--- config.mk ---
export PLATFORM = sky130hd
export DESIGN_NAME = fp_seq_divider
export DESIGN_NICKNAME = d
export VERILOG_FILES = /design/src/rtl/fp_seq_divider.sv
export SDC_FILE = /design/constraint.sdc
export NUM_CORES = 1
export LEC_CHECK = 0
export ABC_AREA = 1
export BUFFER_PORTS_ARGS = -buffer_cell sky130_fd_sc_hd__buf_4
export CAP_MARGIN = 20
export CORE_UTILIZATION = 55
export DETAILED_ROUTE_END_ITERATION = 10
export GPL_TIMING_DRIVEN = 1
export PLACE_DENSITY = 0.81
export SYNTH_ARGS = -nofsm -noshare
export SYNTH_HDL_FRONTEND = slang
export SYNTH_SLANG_ARGS = --single-unit
--- constraint.sdc ---
create_clock -name clk -period 7.31 [get_ports clk]
set_clock_uncertainty 0.2 [all_clocks]
set_input_delay 1.462 -clock clk [delete_from_list [all_inputs] [get_ports clk]]
set_output_delay 1.462 -clock clk [all_outputs]
set_load 0.1 [all_outputs]
--- src/rtl/fp_seq_divider.sv ---
// Signed fixed-point sequential divider: restoring division, one quotient bit per clock,
// with sign restoration, saturation and divide-by-zero reporting on a valid/ready interface.
module fp_seq_divider #(
    parameter int DATA_WIDTH = 32,
    parameter int FRAC_BITS  = 16
) (
    input  logic                  clk,
    input  logic                  rst_n,
    input  logic                  in_valid,
    output logic                  in_ready,
    input  logic [DATA_WIDTH-1:0] dividend,
    input  logic [DATA_WIDTH-1:0] divisor,
    output logic                  out_valid,
    input  logic                  out_ready,
    output logic [DATA_WIDTH-1:0] quotient,
    output logic                  div_by_zero,
    output logic                  overflow
);

    localparam int N     = DATA_WIDTH + FRAC_BITS;
    localparam int CNT_W = $clog2(N);

    localparam logic [DATA_WIDTH-1:0] Q_MAX = {1'b0, {(DATA_WIDTH-1){1'b1}}};
    localparam logic [DATA_WIDTH-1:0] Q_MIN = {1'b1, {(DATA_WIDTH-1){1'b0}}};
    localparam logic [N-1:0] POS_LIMIT = {{(N-DATA_WIDTH+1){1'b0}}, {(DATA_WIDTH-1){1'b1}}};
    localparam logic [N-1:0] NEG_LIMIT = {{(N-DATA_WIDTH){1'b0}}, 1'b1, {(DATA_WIDTH-1){1'b0}}};

    typedef enum logic [1:0] {IDLE, CALC, DONE} state_t;

    state_t                state_reg, state_next;
    logic [N-1:0]          work_reg;      // dividend bits shift out the top, quotient bits shift in
    logic [DATA_WIDTH-1:0] rem_reg;
    logic [DATA_WIDTH-1:0] divisor_reg;
    logic                  sign_reg;
    logic [CNT_W-1:0]      iter_reg;
    logic [DATA_WIDTH-1:0] quotient_reg;
    logic                  div_by_zero_reg;
    logic                  overflow_reg;

    logic                  accept;
    logic                  last_iter;
    logic                  b_zero;
    logic [DATA_WIDTH-1:0] a_mag;
    logic [DATA_WIDTH-1:0] b_mag;
    logic [DATA_WIDTH:0]   rem_shift;
    logic [DATA_WIDTH:0]   diff;
    logic                  q_bit;
    logic [DATA_WIDTH-1:0] rem_next;
    logic [N-1:0]          work_next;
    logic [DATA_WIDTH-1:0] sat_q;
    logic                  sat_ov;

    assign in_ready    = (state_reg == IDLE);
    assign out_valid   = (state_reg == DONE);
    assign quotient    = quotient_reg;
    assign div_by_zero = div_by_zero_reg;
    assign overflow    = overflow_reg;

    assign accept    = in_valid && (state_reg == IDLE);
    assign last_iter = (iter_reg == CNT_W'(N - 1));
    assign b_zero    = (divisor == '0);

    // Unsigned magnitudes: the most negative value maps to 2^(DATA_WIDTH-1) without wrapping
    assign a_mag = dividend[DATA_WIDTH-1] ? -dividend : dividend;
    assign b_mag = divisor[DATA_WIDTH-1]  ? -divisor  : divisor;

    // Restoring step; the top bit of the difference is the borrow
    assign rem_shift = {rem_reg, work_reg[N-1]};
    assign diff      = rem_shift - {1'b0, divisor_reg};
    assign q_bit     = ~diff[DATA_WIDTH];
    assign rem_next  = q_bit ? diff[DATA_WIDTH-1:0] : rem_shift[DATA_WIDTH-1:0];
    assign work_next = {work_reg[N-2:0], q_bit};

    always_comb begin
        sat_q  = '0;
        sat_ov = 1'b0;
        if (!sign_reg) begin
            if (work_next > POS_LIMIT) begin
                sat_q  = Q_MAX;
                sat_ov = 1'b1;
            end else begin
                sat_q = work_next[DATA_WIDTH-1:0];
            end
        end else begin
            if (work_next > NEG_LIMIT) begin
                sat_q  = Q_MIN;
                sat_ov = 1'b1;
            end else begin
                sat_q = -work_next[DATA_WIDTH-1:0];
            end
        end
    end

    always_ff @(posedge clk or negedge rst_n) begin
        if (!rst_n) begin
            state_reg <= IDLE;
        end else begin
            state_reg <= state_next;
        end
    end

    always_comb begin
        state_next = state_reg;
        case (state_reg)
            IDLE:    if (in_valid) state_next = b_zero ? DONE : CALC;
            CALC:    if (last_iter) state_next = DONE;
            DONE:    if (out_ready) state_next = IDLE;
            default: state_next = IDLE;
        endcase
    end

    always_ff @(posedge clk or negedge rst_n) begin
        if (!rst_n) begin
            work_reg        <= '0;
            rem_reg         <= '0;
            divisor_reg     <= '0;
            sign_reg        <= 1'b0;
            iter_reg        <= '0;
            quotient_reg    <= '0;
            div_by_zero_reg <= 1'b0;
            overflow_reg    <= 1'b0;
        end else begin
            if (accept) begin
                work_reg    <= {a_mag, {FRAC_BITS{1'b0}}};
                rem_reg     <= '0;
                divisor_reg <= b_mag;
                sign_reg    <= dividend[DATA_WIDTH-1] ^ divisor[DATA_WIDTH-1];
                iter_reg    <= '0;
                if (b_zero) begin
                    quotient_reg    <= dividend[DATA_WIDTH-1] ? Q_MIN : Q_MAX;
                    div_by_zero_reg <= 1'b1;
                    overflow_reg    <= 1'b0;
                end
            end else if (state_reg == CALC) begin
                work_reg <= work_next;
                rem_reg  <= rem_next;
                iter_reg <= last_iter ? '0 : iter_reg + 1'b1;
                if (last_iter) begin
                    quotient_reg    <= sat_q;
                    overflow_reg    <= sat_ov;
                    div_by_zero_reg <= 1'b0;
                end
            end
        end
    end

endmodule

Word level (Yosys, flattened, before mapping):

Cells that the tools add are included.

* mux-type cells: 34
* eq/ne operators: 7
* order comparisons: 2
* bitwise operators: 2
* add/subtract/negate cells: 5
* reduce and logical (&&, ||, !) cells: 7

Operators with widths (count)
* $mux 32: 13
* $mux 48: 2
* $neg 32->32: 3
* $gt 48x31->1 const B: 1
* $gt 48x32->1 const B: 1
* $sub 33x32->33: 1
* $logic_not 32->1: 1
* $mux 6: 3
* $mux 1: 11
* $mux 2: 4
* $add 6x1->6 const B: 1
* $eq 6x6->1 const B: 1
* $pmux 2 s3: 1
* $reduce_and 3->1: 2
* $ne 2x1->1 const B: 2
* $ne 2x2->1 const B: 2
* $reduce_bool 2->1: 2
* $eq 2x1->1 const B: 1
* $eq 2x2->1 const B: 1
* $logic_not 2->1: 1
* $logic_and 1x1->1: 1
* $not 1->1: 1
* $xor 1x1->1: 1

* bits of input ports: 68
* register bits: 155
* word-level logic and storage cells: 66
* output and inout port bits: 36

Longest topological paths before layout:

* depth after elaboration: 8
* gate-level depth with buffers: 29
* depth with buffers taken out: 27

Worst setup path before layout:

Ideal clock, no wire load.

* kind: register to register
* from: reg work_reg[47]
* to: reg quotient_reg[28] (netlist: quotient[28])
* library setup time: 0.120 ns
* slack: 3.534 ns
* stages on the path, launching flop included: 28
* clock period less this slack: 3.776 ns
* path buffers: 2
* required time: 6.990 ns
* data arrival time: 3.456 ns
* cell sequence: dfrtp_1 -> inv_1 -> ha_1 -> fa_1 -> inv_1 -> nand2_1 -> nand2_1 -> nand3_1 -> nand2_2 -> nand2_2 -> nand2_4 -> nand2_2 -> nand3_2 -> nand2_4 -> inv_2 -> buf_2 -> buf_2 -> ha_1 -> inv_1 -> nor2_1 -> nand4_1 -> nor2_1 -> nand4_1 -> nor3_1 -> xor2_1 -> o21ai_1 -> nand2_1 -> nand2_1

* longest elaborated chain between the ends: 8
* elaborated cells between the ends (all ways): 11
* those cells by class: add/sub: 2; order compare: 2; mux: 6; bitwise: 1

RTL lines
* start, declared: RTL line 31 `logic [N-1:0] work_reg;`
* start signal, assigned: RTL line 124 `work_reg <= {a_mag, {FRAC_BITS{1'b0}}};`
* start signal, assigned: RTL line 135 `work_reg <= work_next;`
* $sub 33x32->33 *: RTL line 69 `assign diff = rem_shift - {1'b0, divisor_reg};`
* $not 1->1 *: RTL line 70 `assign q_bit = ~diff[DATA_WIDTH];`
* $gt 48x31->1 (tied with other cells): RTL line 78 `if (work_next > POS_LIMIT) begin`
* $mux 32 (on tied branches): RTL line 78, 85
* $mux 32 *: RTL line 77 `if (!sign_reg) begin`
* $mux 32 *: RTL line 138 `if (last_iter) begin`
* $mux 32 *: RTL line 134 `end else if (state_reg == CALC) begin`
* $mux 32 *: RTL line 123 `if (accept) begin`
* end signal, assigned: RTL line 130 `quotient_reg <= dividend[DATA_WIDTH-1] ? Q_MIN : Q_MAX;`
* end signal, assigned: RTL line 139 `quotient_reg <= sat_q;`
* end, declared: RTL line 36 `logic [DATA_WIDTH-1:0] quotient_reg;`

Every way passes the cells marked *; elsewhere a longest branch is shown, timed or not. The select of a mux whose other input is x is not followed.
A chain may end at the register's enable or synchronous reset.

Final worst setup path:

Same ends and word-level chain as after synthesis.

==> flow_summary.yaml <==
run:
  maxCapViolCount: 0
yosys:
  ys_seq_elements: 155
  ys_seq_area_share_pct: 35.1
  synth_top_area_share_pct: 35.1
  syn_inst: 1565
  synth_flop_cell: "dfrtp_1"
  synth.yosys.warnings: 0
  synth-edff-count: 0
  synth.avg_cell_area_sq_um: 7.07
  async_flop_share_pct: 100
  synthTopCellsByArea: "dfrtp_1 (35%), nand2_1 (13%), o21ai_0 (8.3%)"
  syn_area_sq_um: 11100
  synth_cell_types: 52
  yosysTopAreaCell: "dfrtp_1"
  postSynthNetCount: 1670
global_routing:
  first_global_vias: 10093
  antenna_found_initial: 0
  grt_pass1_wl_mm: 49.2
  grt_max_degree: 113
  busiest_layer: "met2"
  overflow: 0
  use_met1_pct: 41.8
  track_usage_pct: 30.2
  met3_usage_pct: 4.87
  met2_usage_pct: 48.9
placement:
  dp_cells: 1879
  io_buffers: 103
  dp_hpwl_mm: 21.3
  gp_congestion: 0.932
critical_path:
  crit_type: "flop to flop"
  cp_num_buf_inv: 4
  cp_max_fo: 42
  worstSetupStartpointType: "flop"
  cp_top_family: "simple AND/OR/NAND/NOR gates"
  cp_slowest_cell: "inv_2"
  arrival_ns: 4.68
  crit_path_max_incr_delay_ns: 0.45
  crit_top_cell: "nand2_1"
  ff2ff_setup_slack_ns: 2.74
  end_kind: "flop"
  required_ns: 7.43
sta:
  worst_pin_slew_ns: 1.00
  max_freq_ghz: 0.219
  maxSlewHeadroom_pct: 33.3
  finalSetupViolCount: 0
  hold_viol_final: 0
  period_needed_ns: 4.57
  finalSetupTns_ns: 0
  drv_slew: 0
  finalCritPeriodShare_pct: 62.5
  grt_setup_unrepaired: "no"
finish:
  finalNonFillerCells: 1912
  antennaDiodeCount: 0
  areaGrowthSynthToFinish_pct: 13.8
  largest_register_ffs: 48
  layout-drive-gt1-share_pct: 11.3
  fin_nets: 1739
  fillers: 1766
  final_common_cell: "nand2_1"
  layout_common_cells: "nand2_1 (380), o21ai_0 (184), inv_1 (182)"
floorplan:
  die_h_microns: 144
  initial_utilization_pct: 56.5
  io_pins: 104
  die_w_microns: 144
  dieArea_sq_um: 20700
  core_area_sq_um: 19600
  rows: 51
routing:
  drcViolationCount: 0
  drtAntennaViolNets: 0
  viasPerCell: 5.64
  post_drt_wl_per_cell_microns: 15.6
  vias: 10788
  first_pass_iters: 6
  drt-total-wl_mm: 29.9
  drt_first_iter_violations: 1014
clocking:
  clkLatencyLatePin_ns: 0.43
  cts_made_buffers: 17
  cts_setup_buffers: 0
  cts_tree: "yes"
  cts_resized: 0
  htreeDepth: 4
  clk_pin_slew_ns: 0.06
  cts_root_buffer: "clkbuf_16"
  clockBufferDepth: 2
  clkSinkCount: 155
  cts-hold-fix-buffers: 0
worst_hold_path:
  min_path_type: "flop to flop"
run_status:
  status: "completed"
[cell usage after synthesis, types with 2 or more instances]
cell and count:
dfrtp_1 155, a21oi_2 2, nand3_1 66, a221oi_1 3
buf_4 2, buf_6 3, inv_2 5, nand4_1 16
nand3_2 7, nand2_1 381, nor3_1 28, o21bai_1 7
nor4_1 14, a31oi_1 6, nor2_1 137, nor2_2 3
nand3b_1 4, a21boi_0 2, clkbuf_1 42, o22ai_1 19
xnor2_1 18, and2_1 2, a21o_1 5, nor2_4 2
o21ai_0 184, o221ai_1 9, o31ai_1 17, nor3_2 3
ha_1 36, o211ai_1 17, buf_1 5, a32o_1 6
buf_2 8, o21ai_1 23, or2_2 4, xor2_1 64
nand2_4 4, nand2_2 9, inv_1 183, a21oi_1 52
[area by class of cell]
type / instances / area, sq um / area share [%]
clock buffer: 21 / 460 / 3.66
clock inverter: 11 / 158 / 1.25
inverter: 190 / 716 / 5.68
multi-input combinational: 1159 / 6190 / 49.2
sequential: 155 / 3880 / 30.8
tap: 265 / 332 / 2.63
timing repair buffer: 111 / 857 / 6.81
[worst paths after layout]
check | from | endpoint | cells past startpoint
min in group asynchronous | rst_n | divisor_reg[24] | 1
worst max-delay path | work_reg[47] | quotient[28] | 25
max in group asynchronous | rst_n | divisor_reg[1] | 2
worst min-delay path | quotient[18] | quotient[18] | 2
worst min register to register | quotient[18] | quotient[18] | 2
worst max register to register | work_reg[47] | quotient[28] | 25
[kinds of logic after synthesis]
| kind of cell | Yosys count | synth area share [%] |
|---|---|---|
| XOR/XNOR | 82 | 6.49 |
| adder cells (fa/ha/maj) | 37 | 4.25 |
| AO/OA/AOI/OAI | 357 | 18.6 |
| buffers and inverters | 251 | 9.01 |
| AND/OR/NAND/NOR | 683 | 26.6 |
| flip-flops | 155 | 35.1 |
[tightest hold or removal path, cell delays in order (launching register included)]
cell     delay, ns
dfrtp_1       0.35
nand2_1       0.05
nand2_1       0.05
[metrics by stage]
| stage | hold slack, ns | setup WS (ns) | utilization [%] | area [sq um] |
|---|---|---|---|---|
| after floorplan | 0.253 | 3.53 | - | 11100 |
| after global placement | 0.265 | 2.89 | 61.0 | 11900 |
| after detailed placement | 0.270 | 2.78 | 61.0 | 11900 |
| after CTS | 0.286 | 2.77 | 64.1 | 12600 |
| after global routing | 0.309 | 2.40 | 64.3 | 12600 |
| final | 0.282 | 2.74 | 64.3 | 12600 |
[layer usage]
layer / wire length [microns] / up-vias
met2: 13800 / 412
met3: 1960 / 46
met4: 491 / 0
met1: 13700 / 5022
met5: 0 / -
li1: - / 5308
Power is left out: the tool's default activity adds up to more than one toggle a clock period on the data nets, which glitch-free logic cannot reach.
